File: src/rtl/dot_product_pkg.sv
// Shared definitions for the dot-product datapath: lane/component layout of a
// complex-sample RAM word and the read sequencer state encoding.
package dot_product_pkg;

    localparam int LANES      = 4;
    localparam int COMPONENTS = 2;
    localparam int WORDS      = LANES * COMPONENTS;

    // Word slots within a packed RAM row; slot n occupies bits [n*WIDTH +: WIDTH].
    localparam int A_REAL = 0;
    localparam int A_IMAG = 1;
    localparam int B_REAL = 2;
    localparam int B_IMAG = 3;
    localparam int C_REAL = 4;
    localparam int C_IMAG = 5;
    localparam int D_REAL = 6;
    localparam int D_IMAG = 7;

    typedef enum logic [1:0] {
        IDLE = 2'd0,
        RUN  = 2'd1,
        DONE = 2'd2
    } state_e;

    function automatic int word_lsb(input int slot, input int width);
        return slot * width;
    endfunction

endpackage

File: src/rtl/beat_fifo2.sv
// Two-entry synchronous FIFO with a registered head; dout_o is valid the cycle after push.
// Push and pop together while full keeps the count; push while full without pop is illegal.
module beat_fifo2 #(
    parameter int DATA_W = 8
) (
    input  logic              clk,
    input  logic              rst,
    input  logic              push_i,
    input  logic              pop_i,
    input  logic [DATA_W-1:0] din_i,
    output logic [DATA_W-1:0] dout_o,
    output logic [1:0]        count_o,
    output logic              empty_o,
    output logic              full_o
);

    logic [DATA_W-1:0] head_q, head_d;
    logic [DATA_W-1:0] tail_q, tail_d;
    logic [1:0]        count_q, count_d;
    logic              pop_ok;

    assign pop_ok = pop_i && (count_q != 2'd0);

    always_comb begin
        head_d  = head_q;
        tail_d  = tail_q;
        count_d = count_q;
        case ({push_i, pop_ok})
            2'b10: begin
                if (count_q == 2'd0) begin
                    head_d = din_i;
                end else begin
                    tail_d = din_i;
                end
                count_d = count_q + 2'd1;
            end
            2'b01: begin
                head_d  = tail_q;
                count_d = count_q - 2'd1;
            end
            2'b11: begin
                // Count unchanged; the new word lands behind whatever remains.
                if (count_q == 2'd1) begin
                    head_d = din_i;
                end else begin
                    head_d = tail_q;
                    tail_d = din_i;
                end
            end
            default: ;
        endcase
    end

    always_ff @(posedge clk) begin
        if (rst) begin
            head_q  <= '0;
            tail_q  <= '0;
            count_q <= 2'd0;
        end else begin
            head_q  <= head_d;
            tail_q  <= tail_d;
            count_q <= count_d;
        end
    end

    assign dout_o  = head_q;
    assign count_o = count_q;
    assign empty_o = (count_q == 2'd0);
    assign full_o  = (count_q == 2'd2);

    assert property (@(posedge clk) disable iff (rst) !(push_i && full_o && !pop_i));

endmodule

File: src/rtl/complex_bank_reader.sv
// Walks RAM addresses 0..len-1 and streams each 8-word row as one valid/ready beat.
// First beat 2 cycles after the first address; reads are throttled so the 2-entry buffer never overflows.
module complex_bank_reader
    import dot_product_pkg::*;
#(
    parameter int WIDTH      = 16,
    parameter int ADDR_WIDTH = 3,
    parameter int DEPTH      = 8
) (
    input  logic                    clk,
    input  logic                    rst,
    input  logic                    start,
    input  logic [ADDR_WIDTH:0]     len,
    output logic                    busy,
    output logic                    done,
    output logic [ADDR_WIDTH-1:0]   readAddr,
    input  logic [WORDS*WIDTH-1:0]  ram_dout,
    output logic                    out_valid,
    input  logic                    out_ready,
    output logic [WORDS*WIDTH-1:0]  out_data,
    output logic [ADDR_WIDTH-1:0]   out_index,
    output logic                    out_last
);

    localparam int LEN_W     = ADDR_WIDTH + 1;
    localparam int DATA_BITS = WORDS * WIDTH;
    localparam int BEAT_W    = DATA_BITS + ADDR_WIDTH + 1;

    state_e                state_q, state_d;
    logic [LEN_W-1:0]      len_q, len_d;
    logic [LEN_W-1:0]      issued_q, issued_d;
    logic [ADDR_WIDTH-1:0] addr_q, addr_d;
    logic                  infl_q, infl_d;
    logic [ADDR_WIDTH-1:0] infl_idx_q, infl_idx_d;
    logic                  infl_last_q, infl_last_d;

    logic [BEAT_W-1:0]     fifo_din, fifo_dout;
    logic [1:0]            fifo_count;
    logic                  fifo_empty, fifo_full;
    logic                  pop, issue;
    logic [1:0]            occ;

    beat_fifo2 #(.DATA_W(BEAT_W)) u_fifo (
        .clk     (clk),
        .rst     (rst),
        .push_i  (infl_q),
        .pop_i   (pop),
        .din_i   (fifo_din),
        .dout_o  (fifo_dout),
        .count_o (fifo_count),
        .empty_o (fifo_empty),
        .full_o  (fifo_full)
    );

    // The RAM row for the in-flight address is on ram_dout this cycle.
    assign fifo_din  = {ram_dout, infl_idx_q, infl_last_q};
    assign out_data  = fifo_dout[BEAT_W-1 -: DATA_BITS];
    assign out_index = fifo_dout[1 +: ADDR_WIDTH];
    assign out_last  = fifo_dout[0];
    assign out_valid = !fifo_empty;
    assign pop       = out_valid && out_ready;

    // Credits: buffered beats plus the read still in the RAM pipeline.
    assign occ   = fifo_count + {1'b0, infl_q};
    assign issue = (state_q == RUN) && (issued_q < len_q) &&
                   ((occ < 2'd2) || ((occ == 2'd2) && pop));

    always_comb begin
        state_d     = state_q;
        len_d       = len_q;
        issued_d    = issued_q;
        addr_d      = addr_q;
        infl_d      = 1'b0;
        infl_idx_d  = infl_idx_q;
        infl_last_d = infl_last_q;
        case (state_q)
            IDLE: begin
                if (start) begin
                    len_d    = len;
                    issued_d = '0;
                    addr_d   = '0;
                    state_d  = (len != '0) ? RUN : DONE;
                end
            end
            RUN: begin
                if (pop && out_last) begin
                    state_d = DONE;
                end
            end
            DONE:    state_d = IDLE;
            default: state_d = IDLE;
        endcase
        if (issue) begin
            infl_d      = 1'b1;
            infl_idx_d  = addr_q;
            infl_last_d = (issued_q == len_q - LEN_W'(1));
            issued_d    = issued_q + LEN_W'(1);
            // Hold on the final address rather than wrapping past len-1.
            if (issued_q + LEN_W'(1) < len_q) begin
                addr_d = addr_q + ADDR_WIDTH'(1);
            end
        end
    end

    always_ff @(posedge clk) begin
        if (rst) begin
            state_q     <= IDLE;
            len_q       <= '0;
            issued_q    <= '0;
            addr_q      <= '0;
            infl_q      <= 1'b0;
            infl_idx_q  <= '0;
            infl_last_q <= 1'b0;
        end else begin
            state_q     <= state_d;
            len_q       <= len_d;
            issued_q    <= issued_d;
            addr_q      <= addr_d;
            infl_q      <= infl_d;
            infl_idx_q  <= infl_idx_d;
            infl_last_q <= infl_last_d;
        end
    end

    assign busy     = (state_q == RUN);
    assign done     = (state_q == DONE);
    assign readAddr = addr_q;

    assert property (@(posedge clk) disable iff (rst)
        (state_q == IDLE && start) |-> (len <= LEN_W'(DEPTH)));

endmodule

File: config.mk
export PLATFORM = sky130hd
export DESIGN_NAME = complex_bank_reader
export DESIGN_NICKNAME = d
export VERILOG_FILES = /design/src/rtl/dot_product_pkg.sv /design/src/rtl/beat_fifo2.sv /design/src/rtl/complex_bank_reader.sv
export SDC_FILE = /design/constraint.sdc
export NUM_CORES = 1
export LEC_CHECK = 0
export CAP_MARGIN = 15
export CORE_MARGIN = 2
export CORE_UTILIZATION = 46
export DETAILED_ROUTE_END_ITERATION = 10
export HOLD_SLACK_MARGIN = 0.12
export PLACE_DENSITY = 0.78
export SETUP_SLACK_MARGIN = 0.5
export SLEW_MARGIN = 0
export SYNTH_ARGS = -nofsm -noshare
export SYNTH_HDL_FRONTEND = slang
export SYNTH_HIERARCHICAL = 1
export SYNTH_SLANG_ARGS = --single-unit
File: constraint.sdc
create_clock -name clk -period 2.45 [get_ports clk]
set_input_delay 0.735 -clock clk [delete_from_list [all_inputs] [get_ports clk]]
set_output_delay 0.735 -clock clk [all_outputs]
set_load 0.02 [all_outputs]
==> results.sh <==
export IMPL_n_fill_cell=1397
export IMPL_maxSlewViolCount=0
export IMPL_worstPathArrival_ns=2.83
export IMPL_fin_crit_ns=2.41
export IMPL_hold_path_depth=2
export IMPL_place_port_buffers=273
export IMPL_crit_path_end_kind="flop"
export IMPL_cts_max_level=1
export IMPL_crit_slowest_cell="a311oi_1"
export IMPL_r2r_start="u_fifo/count_o[1]"
export IMPL_power_total_mw=11.9
export IMPL_finalHoldViolCount=0
export IMPL_clkTransAtPathRegs_ns=0.07
export IMPL_drc=0
export IMPL_drv_cap=0
export IMPL_p_leak_nw=8.28
export IMPL_max_slew_margin_pct=64.8
export IMPL_setup_tns_final_ns=0
export IMPL_reg2reg_slack_ns=0.04
export IMPL_slowest_delay_ns=0.45
export IMPL_die_area_um2=28600
export IMPL_intPower_mw=8.49
export IMPL_fin_worst_skew_ns=0.0123
export IMPL_switching_share_pct=28.8
export IMPL_cts_num_sinks=284
export IMPL_io_pins=274
export IMPL_dr_pass1_iters=8
export IMPL_ff2ff_path_depth=13
export IMPL_die_h_um=169
export IMPL_hold_start="u_fifo/tail_q[114]"
export IMPL_fmax_ghz=0.414
export IMPL_grt_pass1_wl_um=81500
export IMPL_grt_overflow_total=0
export IMPL_viasPerCell=6.90
export IMPL_power_density_nw_per_um2=541
export IMPL_syn_inst=1523
export IMPL_die_w_um=169
export IMPL_dp_hpwl_um=25100
export IMPL_wirelength_um=60900
export IMPL_post_route_period_util_pct=98.6
export IMPL_dp_cells=2052
export IMPL_clock_root_buffer="clkbuf_16"
export IMPL_antenna_left=0
export IMPL_yosysWarnings=6
export IMPL_reg2reg_to="u_fifo/dout_o[69]"
export IMPL_antenna_found_initial=2
export IMPL_start_util_pct=46.6
export IMPL_wl_per_cell_um=26.9
export IMPL_grt_usage_pct=35.8
export IMPL_routabilityCongestion=0.815
export IMPL_cp_start_kind="flop"
export IMPL_area_growth_pct=75.8
export IMPL_final_cells=2267
export IMPL_p_seq_share_pct=41.9
export IMPL_tightest_slew_ns=0.523
export IMPL_nets=2057
export IMPL_path_class="reg -> reg"
export IMPL_ir_drop_uv=515
export IMPL_syn_area_um2=12500
export IMPL_synth_fp_nets=1678
export IMPL_syn_area_per_cell_um2=8.22
export IMPL_drtIter0Drc=2328
export IMPL_p_comb_share_pct=18.8
export IMPL_via_count=15600
export IMPL_grt_setup_unrepaired="yes"
export IMPL_worstPathCellList="inv_4 > ha_4 > nor2b_4 > nor2b_4 > buf_6 > ha_4 > buf_6 > buf_12 > buf_16 > buf_4 > buf_12 > o21ai_1 > a311oi_1"
export IMPL_hold_path_class="reg -> reg"
export IMPL_max_clock_path_buffers=3
export IMPL_setup_violations_final=0
export IMPL_holdPathEnd="u_fifo/tail_q[114]"
export IMPL_core_rowCount=60
export IMPL_cts_made_buffers=29
export IMPL_power_switching_mw=3.43
export IMPL_cp_required_ns=2.86
export IMPL_grt_pass1_vias=15000
export IMPL_power_frac_clock_pct=39.3
export IMPL_insertion_delay_ns=0.56
export IMPL_core_area_um2=26900
export IMPL_run_status="completed"
export IMPL_drive_above_1_share_pct=36.1
export IMPL_grt_max_degree=86
export IMPL_cts_tree="done"
export IMPL_worst_path_max_fanout=6
registers in the layout, summed over array words and instances (netlist names):
| signal | cells |
|---|---|
| u_fifo/dout_o | 132 |
| u_fifo/tail_q | 132 |
| issued_q | 4 |
| len_q | 4 |
| infl_idx_q | 3 |
| readAddr | 3 |
| state_q | 2 |
| u_fifo/count_o | 2 |
| infl_last_q | 1 |
| infl_q | 1 |
metal layers:
layer  vias up  routed length, um  part of all wire, %  GRT usage (%)
met4         0               4500                  7.4           19.8
met5         -                  0                    0              0
li1       6390                  -                    -              -
met1      7372              21300                   35           43.8
met2      1446              28300                   47           60.2
met3       424               6700                   11           5.80
worst max-delay path by stage:
stage                            start                  to  depth (start not counted)
finish               u_fifo/count_o[1]   u_fifo/dout_o[69]                         13
detailed placement           out_ready    u_fifo/dout_o[4]                          8
CTS                 u_fifo/dout_o[106]       out_data[102]                          1
global placement             out_ready   u_fifo/tail_q[81]                         10
floorplan                    out_ready  u_fifo/dout_o[105]                         10
global route         u_fifo/count_o[1]   u_fifo/tail_q[50]                         13
repair_timing:
action	in CTS	in global routing
gates resized for setup	468	194
endpoints found under the setup margin	405	398
setup buffers	62	21
hold buffers	0	0
gates cloned	58	19
pin swaps	92	88
cell type report:
cell class                      instances  area [um^2]  share of cell area, %
Antenna cell                            1         2.50                 0.0114
Clock buffer                           40          817                   3.71
Clock inverter                         14          159                  0.722
Inverter                               13         51.3                  0.233
Multi-Input combinational cell       1048         7740                   35.2
Sequential cell                       284         5700                   25.9
Tap cell                              341          427                   1.94
Timing Repair Buffer                  526         7120                   32.3
power groups by stage:
stage                     registers (mW)  logic (mW)  clock network (mW)
after global routing                5.01        2.32                4.84
after detailed placement            5.06        1.78                   0
final                               5.00        2.24                4.68
after global placement              5.06        1.75                   0
after floorplan                     5.20       0.820                   0
after CTS                           4.97        1.95                4.57
worst max-delay path, delay by kind of cell (launching register included):
| family | cells | cell delay (ns) |
|---|---|---|
| adder cells (fa/ha/maj) | 2 | 0.31 |
| AND/OR/NAND/NOR | 2 | 0.34 |
| flip-flops | 1 | 0.35 |
| AO/OA/AOI/OAI | 2 | 0.53 |
| buffers and inverters | 7 | 0.72 |
per-stage QoR:
stage | utilization [%] | cell area, um^2 | hold WS [ns] | worst slack [ns]
6_report | 81.9 | 22000 | 0.471 | 0.0352
2_1_floorplan | - | 13500 | 0.446 | 0.264
4_1_cts | 76.9 | 20700 | 0.459 | 0.231
3_3_place_gp | 62.1 | 16700 | 0.454 | -0.291
3_5_place_dp | 62.1 | 16700 | 0.464 | -0.378
5_1_grt | 81.9 | 22000 | 0.481 | -0.0303
layout by cell type (no fill, tap or decap), types with 7 or more instances in the layout:
master / instances
buf_12: 68
nand3_4: 18
inv_1: 10
a21oi_2: 29
nor2_1: 143
clkdlybuf4s50_1: 134
clkinv_2: 7
clkbuf_16: 46
dfxtp_1: 275
nand3_1: 97
buf_8: 11
buf_4: 60
o21ai_4: 8
ha_1: 13
dfxtp_2: 7
nand2_1: 20
nand3_2: 153
clkdlybuf4s15_2: 26
buf_6: 37
dlygate4sd2_1: 101
o21ai_0: 94
buf_16: 59
a311oi_1: 87
a311oi_2: 45
o21ai_2: 58
o21ai_1: 107
a21oi_1: 118
buf_2: 9
No activity file was read; power rests on OpenSTA's default activity.
